## src/rtl/bomb_placement_controller.sv

```systemverilog
// Fills an 8x8 board with distinct bomb positions drawn from an 8-bit LFSR,
// skipping repeats and the protected first-click cell.
//
// state  | meaning
// S_IDLE | waiting for start; outputs from the last run held
// S_DRAW | one LFSR candidate evaluated per cycle
// S_DONE | one-cycle completion pulse, then back to S_IDLE
module bomb_placement_controller #(
  parameter int          N_CELLS      = 64,
  parameter int          POS_W        = 6,
  parameter logic [7:0]  LFSR_DEFAULT = 8'hA5
) (
  input  logic               clk_i,
  input  logic               rst_ni,
  input  logic               start_i,
  input  logic [POS_W-1:0]   n_bombs_i,
  input  logic [7:0]         seed_i,
  input  logic               safe_en_i,
  input  logic [POS_W-1:0]   safe_pos_i,
  output logic               busy_o,
  output logic               done_o,
  output logic               pos_valid_o,
  output logic [POS_W-1:0]   pos_out_o,
  output logic [POS_W-1:0]   bomb_count_o,
  output logic [N_CELLS-1:0] bomb_map_o
);

  typedef enum logic [1:0] {
    S_IDLE = 2'd0,
    S_DRAW = 2'd1,
    S_DONE = 2'd2
  } state_t;

  state_t             state_q, state_d;
  logic [7:0]         lfsr_q, lfsr_d, lfsr_next;
  logic [POS_W-1:0]   n_q, n_d;
  logic               safe_en_q, safe_en_d;
  logic [POS_W-1:0]   safe_pos_q, safe_pos_d;
  logic [N_CELLS-1:0] map_q, map_d;
  logic [POS_W-1:0]   count_q, count_d;
  logic [POS_W-1:0]   pos_q, pos_d;
  logic               pv_q, pv_d;

  logic [POS_W-1:0]   cand;
  logic [POS_W-1:0]   count_inc;
  logic               cand_taken;
  logic               cand_safe;
  logic               accept;

  // x^8+x^6+x^5+x^4+1; a nonzero seed keeps it off the all-zero lockup state
  assign lfsr_next  = {lfsr_q[6:0], lfsr_q[7] ^ lfsr_q[5] ^ lfsr_q[4] ^ lfsr_q[3]};
  assign cand       = lfsr_next[POS_W-1:0];
  assign cand_taken = map_q[cand];
  assign cand_safe  = safe_en_q && (cand == safe_pos_q);
  assign accept     = (state_q == S_DRAW) && !cand_taken && !cand_safe;
  assign count_inc  = count_q + POS_W'(1);

  always_ff @(posedge clk_i or negedge rst_ni) begin
    if (!rst_ni) begin
      state_q    <= S_IDLE;
      lfsr_q     <= LFSR_DEFAULT;
      n_q        <= '0;
      safe_en_q  <= 1'b0;
      safe_pos_q <= '0;
      map_q      <= '0;
      count_q    <= '0;
      pos_q      <= '0;
      pv_q       <= 1'b0;
    end else begin
      state_q    <= state_d;
      lfsr_q     <= lfsr_d;
      n_q        <= n_d;
      safe_en_q  <= safe_en_d;
      safe_pos_q <= safe_pos_d;
      map_q      <= map_d;
      count_q    <= count_d;
      pos_q      <= pos_d;
      pv_q       <= pv_d;
    end
  end

  always_comb begin
    state_d    = state_q;
    lfsr_d     = lfsr_q;
    n_d        = n_q;
    safe_en_d  = safe_en_q;
    safe_pos_d = safe_pos_q;
    map_d      = map_q;
    count_d    = count_q;
    pos_d      = pos_q;
    pv_d       = 1'b0;

    case (state_q)
      S_IDLE: begin
        if (start_i) begin
          n_d        = n_bombs_i;
          safe_en_d  = safe_en_i;
          safe_pos_d = safe_pos_i;
          lfsr_d     = (seed_i == 8'h00) ? LFSR_DEFAULT : seed_i;
          map_d      = '0;
          count_d    = '0;
          pos_d      = '0;
          state_d    = (n_bombs_i == '0) ? S_DONE : S_DRAW;
        end
      end
      S_DRAW: begin
        lfsr_d = lfsr_next;
        if (accept) begin
          map_d[cand] = 1'b1;
          count_d     = count_inc;
          pos_d       = cand;
          pv_d        = 1'b1;
          if (count_inc == n_q) begin
            state_d = S_DONE;
          end
        end
      end
      S_DONE: begin
        state_d = S_IDLE;
      end
      default: begin
        state_d = S_IDLE;
      end
    endcase
  end

  assign busy_o       = (state_q == S_DRAW);
  assign done_o       = (state_q == S_DONE);
  assign pos_valid_o  = pv_q;
  assign pos_out_o    = pos_q;
  assign bomb_count_o = count_q;
  assign bomb_map_o   = map_q;

endmodule
```

## config.mk

```make
export PLATFORM = sky130hd
export DESIGN_NAME = bomb_placement_controller
export DESIGN_NICKNAME = d
export VERILOG_FILES = /design/src/rtl/bomb_placement_controller.sv
export SDC_FILE = /design/constraint.sdc
export NUM_CORES = 1
export LEC_CHECK = 0
export BUFFER_PORTS_ARGS = -buffer_cell sky130_fd_sc_hd__buf_2
export CORE_MARGIN = 2
export CORE_UTILIZATION = 55
export CTS_CLUSTER_DIAMETER = 120
export CTS_CLUSTER_SIZE = 10
export DETAILED_ROUTE_END_ITERATION = 8
export PLACE_DENSITY = 0.8
export SLEW_MARGIN = 10
export SYNTH_ARGS = -nofsm -noshare
export SYNTH_HDL_FRONTEND = slang
export SYNTH_SLANG_ARGS = --single-unit
```

## constraint.sdc

```tcl
create_clock -name clk_i -period 3.7 [get_ports clk_i]
set_clock_uncertainty 0.1 [all_clocks]
set_input_delay 0.74 -clock clk_i [delete_from_list [all_inputs] [get_ports clk_i]]
set_output_delay 0.74 -clock clk_i [all_outputs]
set_load 0.02 [all_outputs]
```

Yosys cells after proc, flatten, opt, wreduce, memory -nomap -nowiden
Index checks and enable logic that the tools add are counted.
{"block": "word_totals", "output_inout_bits": 79, "ff_bits": 100, "wordCells": 59}
{"block": "op_classes", "mux": 22, "n_addsub": 1, "reduce_logical": 14, "magnitude_cmp": 2, "n_bitwise": 4, "eq_ne": 7}
{"op": "64-bit 2-to-1 mux", "count": 2}
{"op": "64-bit case mux with 2 select lines", "count": 1}
{"op": "64-bit bitwise OR", "count": 1}
{"op": "6-bit case mux with 2 select lines", "count": 2}
{"op": "6-bit 2-to-1 mux", "count": 3}
{"op": "8-bit 2-to-1 mux", "count": 2}
{"op": "8-bit case mux with 2 select lines", "count": 1}
{"op": "6-bit == test", "count": 2}
{"op": "8-bit logical NOT", "count": 1}
{"op": "2-bit 2-to-1 mux", "count": 4}
{"op": "6-bit by 7-bit < comparator with 1-bit output, second input constant", "count": 1}
{"op": "6-bit by 1-bit adder with 6-bit output, second input constant", "count": 1}
{"op": "1-bit binary-select mux with 6-bit select", "count": 1}
{"op": "1-bit demux with 6-bit select", "count": 1}
{"op": "6-bit by 1-bit >= comparator with 1-bit output, second input constant", "count": 1}
{"op": "6-bit logical NOT", "count": 1}
{"op": "3-bit AND reduction", "count": 2}
{"op": "1-bit logical AND", "count": 4}
{"op": "1-bit 2-to-1 mux", "count": 4}
{"op": "2-bit by 1-bit inequality test with 1-bit output, second input constant", "count": 2}
{"op": "2-bit case mux with 2 select lines", "count": 1}
{"op": "2-bit AND reduction", "count": 2}
{"op": "1-bit bitwise XOR", "count": 3}
{"op": "2-bit by 1-bit == test with 1-bit output, second input constant", "count": 1}
{"op": "5 further kinds", "count": 6}

Logic depth before layout (Yosys ltp)
{"block": "logic_depth", "word_depth": 10, "ltp_mapped": 12, "depth_no_buf": 9}

Least setup slack after synthesis
OpenSTA, ideal clock, no wires.
{"block": "synth_path", "kind": "register to register", "from": "reg lfsr_q[0]", "to": "reg map_q[60], in the netlist bomb_map_o[60]", "n_path_buf": 3, "required_ps": 3524, "path_stages_with_launch": 11, "path_slack_ps": 702, "period_less_slack_ps": 2998, "t_arrival_ps": 2822, "setup_ps": 76, "path_cell_list": "dfstp_2 buf_2 mux4_2 mux2_4 o2bb2ai_2 nor4b_4 nand4_2 or3_1 buf_6 buf_12 o21ai_2"}
{"block": "synth_via", "elab_chain_len": 7}
{"item": "start: declaration", "line": "35", "text": "logic [7:0] lfsr_q, lfsr_d, lfsr_next;"}
{"item": "start signal: assignment", "line": "71", "text": "lfsr_q <= lfsr_d;"}
{"item": "6-bit by 7-bit < comparator with 1-bit output (not written as such) (tied with other cells)", "line": "109", "text": "map_d[cand] = 1'b1;"}
{"item": "1-bit logical AND (not written as such) / 1-bit 2-to-1 mux (equally long branches)", "line": "109, 53"}
{"item": "1-bit 2-to-1 mux (not written as such) / 1-bit logical NOT (equally long branches)", "line": "109, 55"}
{"item": "1-bit demux with 6-bit select / 1-bit logical AND (equally long branches)", "line": "109, 55"}
{"item": "64-bit bitwise OR (no source line) / 1-bit logical AND (equally long branches)"}
{"item": "64-bit 2-to-1 mux / 2-bit by 1-bit inequality test with 1-bit output (equally long branches)"}
{"item": "64-bit case mux with 2 select lines / 3-bit AND reduction (equally long branches)"}
{"item": "end signal: assignment", "line": "75", "text": "map_q <= map_d;"}
{"item": "end: declaration", "line": "39", "text": "logic [N_CELLS-1:0] map_q, map_d;"}
Parallel ways exist; a longest one is shown, timed or not. The select of a mux whose other input is x is not followed.
A chain may end at the register's enable or synchronous reset.

Final worst setup path
{"block": "layout_path", "from": "reg lfsr_q[5]", "to": "reg map_q[63], in the netlist bomb_map_o[63]"}
{"block": "layout_via", "elab_chain_len": 10}
{"item": "1-bit bitwise XOR * (3 in series)", "line": "51", "text": "assign lfsr_next = {lfsr_q[6:0], lfsr_q[7] ^ lfsr_q[5] ^ lfsr_q[4] ^ lfsr_q[3]};"}
{"item": "6-bit by 7-bit < comparator with 1-bit output (not written as such) (tied with other cells)", "line": "109"}
{"item": "1-bit logical AND (not written as such) / 1-bit 2-to-1 mux (equally long branches)", "line": "109, 53"}
{"item": "1-bit 2-to-1 mux (not written as such) / 1-bit logical NOT (equally long branches)", "line": "109, 55"}
{"item": "1-bit demux with 6-bit select / 1-bit logical AND (equally long branches)", "line": "109, 55"}
{"item": "64-bit bitwise OR (no source line) / 1-bit logical AND (equally long branches)"}
{"item": "64-bit 2-to-1 mux / 2-bit by 1-bit inequality test with 1-bit output (equally long branches)"}
{"item": "64-bit case mux with 2 select lines / 3-bit AND reduction (equally long branches)"}
Every way passes the cells marked *; elsewhere a longest branch is shown, timed or not. The select of a mux whose other input is x is not followed.

==> key figures <==
Synth
  – Synth area leaders: dfrtp_1 (50%), nand2_1 (11%), o21ai_0 (6.5%), mux4_2 (4.7%), dfstp_2 (2.2%)
  – Syn Inst Count: about 480
  – Synth unique cells: 52
  – Fraction of registers with async set/reset: 1.00
  – Syn_area_per_cell: between 9 and 10 um2
  – Synth top area share: 0.502
  – EDFF count, synth: 0
  – Syn Nets: ~510
  – Main synth FF type: dfrtp_1
  – Sequential element share of the synthesized area: 0.524
  – Largest area contributor in the netlist: dfrtp_1
  – Synth warn: 0
  – Seq cells post-synth: 100
  – Post-Syn Area: around 0.0048 mm2

Clocking
  – Clk buf depth: 2
  – Hold-fix buffers at CTS: 0
  – Worst-skew pair later-pin latency: 370 ps
  – Htree depth: 3
  – Clock root cell: clkbuf_8
  – Clock sink total: 100
  – Post-CTS Setup Inserts: 0
  – PostCTS Resize Cnt: 0
  – Clock-pin slew on the worst setup and hold paths: ~100 ps
  – TritonCTS clock tree: built
  – CTS buffer count: 9

GRT
  – Number of global-route vias before repair: slightly below 4,000
  – GRT overflow: 0
  – All-Layer GR Usage: 0.264
  – First-pass GRT wire length: approximately 20,000 um
  – Largest net degree at the start of global routing: 90
  – Initial antenna violation count: 0

Final layout
  – Antenna diode count: 0
  – Layout area overhead: 17.3%
  – Final Util: 0.653
  – Final #Nets: around 600
  – Share of cells above drive strength 1: 0.294
  – Fill cell count: about 730

Die
  – Vert. Die Dim: between 90 and 100 um
  – Die Area: approximately 0.0095 mm2
  – Starting density of the core: 0.557
  – Die width: just under 100 um
  – Row cnt: 34
  – Core area: 0.00859 mm2
  – I/O pin total: 103

Worst setup path
  – CP cell instances: xnor2_2 > xor2_4 > mux2_1 > a22oi_1 > nor4b_4 > nand4_2 > inv_2 > nand3_4 > o21ai_0
  – Largest fanout on the critical path: 16
  – Reg2Reg Depth: 9
  – RR Endpoint: bomb_map_o[63]
  – Crit-path max cell delay: 460 ps
  – CP Launch Type: register
  – CP max-delay cell: xnor2_2
  – Critical path endpoint category: register
  – Worst R2R Start: lfsr_q[5]
  – Critical path class: register to register
  – Critical Path RT: 3880 ps
  – Worst reg-to-reg setup slack: approximately 320 ps
  – Crit path DAT: about 3600 ps

Job
  – Max_cap viols: 0

Route
  – Routed via count: between 4,000 and 5,000
  – Antenna viol nets, final: 0
  – WL per Instance: roughly 18 um
  – First-pass iteration count of the detailed router: 5
  – DR DRC count: 0
  – Routed WL: ~12,000 um
  – Via density: ~6
  – DRT iter0 DRCs: between 200 and 300

Timing
  – Relative slew slack: 0.267
  – Final setup vio count: 0
  – Fmax: approximately 300 MHz
  – Setup TNS: 0 ps
  – Period utilization: 0.914
  – Final Hold Vio Count: 0
  – Final Critical Period: ~3400 ps
  – Slew Limit Fails: 0
  – RSZ-0062 raised after global routing: false
  – Tightest Pin Transition: approximately 1100 ps

Place
  – Detailed Place HPWL: 8560 um
  – IO buf count: between 100 and 150
  – GP Congestion: around 0.84

Min path
  – Worst hold start: safe_en_q
  – Worst hold path type: register to register
  – Worst hold path depth: 2
  – Hold EP: safe_en_q

Power and ir drop
  – Pwr dens: ~1100 mW/mm2
  – Leakage: about 2.7 nW
  – Peak VDD IR: slightly above 0.5 mV

Run status
  – Status: finished clean
worst max path at each step:
stage | from | end | slack (ps) | cells after the start
global route | lfsr_q[0] | bomb_map_o[27] | 60 | 8
CTS | lfsr_q[5] | bomb_map_o[53] | 20 | 8
floorplan | lfsr_q[0] | bomb_map_o[60] | 700 | 10
global placement | lfsr_q[5] | bomb_map_o[52] | 170 | 8
detailed placement | lfsr_q[5] | bomb_map_o[37] | 30 | 8
finish | lfsr_q[5] | bomb_map_o[63] | 320 | 9
flip-flops by register name, summed over array words and instances, names as in the netlist:
register / flops
bomb_count_o: 6
n_q: 6
bomb_map_o: 64
lfsr_q: 8
safe_en_q: 1
state_q: 2
pos_valid_o: 1
pos_out_o: 6
safe_pos_q: 6
cells in the mapped netlist (2+ instances only):
| library cell | count |
|---|---|
| nand2_1 | 136 |
| a22o_1 | 6 |
| and2_1 | 5 |
| xor2_1 | 10 |
| o21ai_0 | 62 |
| dfrtp_1 | 96 |
| mux2_1 | 2 |
| mux4_2 | 10 |
| nor3_1 | 2 |
| o21ai_2 | 10 |
| mux2i_1 | 4 |
| buf_1 | 2 |
| inv_1 | 3 |
| clkbuf_1 | 22 |
| dfstp_2 | 4 |
| nand3_1 | 16 |
| xnor2_2 | 2 |
| nor2b_1 | 7 |
| mux2_2 | 2 |
| nand4_1 | 2 |
| a22oi_1 | 2 |
| a31oi_1 | 4 |
| buf_6 | 2 |
| a311oi_1 | 2 |
| buf_2 | 4 |
| o2bb2ai_1 | 2 |
| nor2_1 | 8 |
| nor3b_1 | 2 |
| nor4_1 | 5 |
| xnor2_1 | 8 |
| clkinv_1 | 2 |
| and3_1 | 4 |
| a21oi_1 | 9 |
| o22ai_1 | 9 |
metrics by stage:
stage	instance area, um2	std cells	setup WS [ps]	hold WS (ps)	power (mW)
after detailed placement	5380	675	32.2	362	5.18
after global routing	5610	690	59.4	412	6.37
after CTS	5580	690	21.1	385	5.90
final	5610	690	319	394	5.98
after global placement	5380	675	172	357	5.08
after floorplan	4780	484	702	344	4.20
kinds of logic after synthesis:
family          Yosys count  synth area share
fa+ha+maj                 1           0.00261
compound gates          112             0.143
mux                      20            0.0735
flops                   100             0.524
xor+xnor                 20            0.0397
buf+inv                  37            0.0366
simple gates            194             0.180
final cells by class:
type | instances | area [um2] | share of cell area
flip-flops and latches | 100 | 2510 | 0.447
multi-input cells | 347 | 2150 | 0.383
repair buffers | 114 | 603 | 0.107
clock buffers | 10 | 138 | 0.0245
well taps | 108 | 135 | 0.0241
clock inverters | 5 | 60.1 | 0.0107
inverters | 6 | 22.5 | 0.00401
placed cells by master, fill, tap and decap left out, types with 3 or more instances in the layout:
cell type	n
nand2_1	133
buf_2	101
dfrtp_1	96
o21ai_0	62
nand3_1	16
buf_4	13
mux4_2	10
o21ai_2	10
clkbuf_8	10
a21oi_1	9
o22ai_1	9
xor2_1	9
nor2_1	8
nor2b_1	7
xnor2_1	7
a22o_1	6
nor4_1	5
and2_1	5
mux2i_1	4
a31oi_1	4
and3_1	4
dfstp_2	4
inv_1	3
xnor2_2	3
nand2_2	3
critical path, delay by kind of cell (launching register included):
family | cells | cell delay (ps)
xor gates and xnor gates | 2 | 870
buffers and inverters | 1 | 310
DFF | 1 | 410
muxes | 1 | 380
AOI/OAI and AO/OA | 2 | 470
and+or+nand+nor | 3 | 740
per-layer routing:
| layer | track usage | share of wire |
|---|---|---|
| met5 | 0 | 0 |
| met4 | 0.114 | 0.020 |
| met3 | 0.0453 | 0.068 |
| met2 | 0.413 | 0.49 |
| met1 | 0.367 | 0.42 |
where the power goes:
| group | internal [mW] | switching (mW) |
|---|---|---|
| registers | 1.54 | 0.428 |
| logic | 1.25 | 2.05 |
| clock network | 0.331 | 0.382 |
No activity file was read; power rests on OpenSTA's default activity.
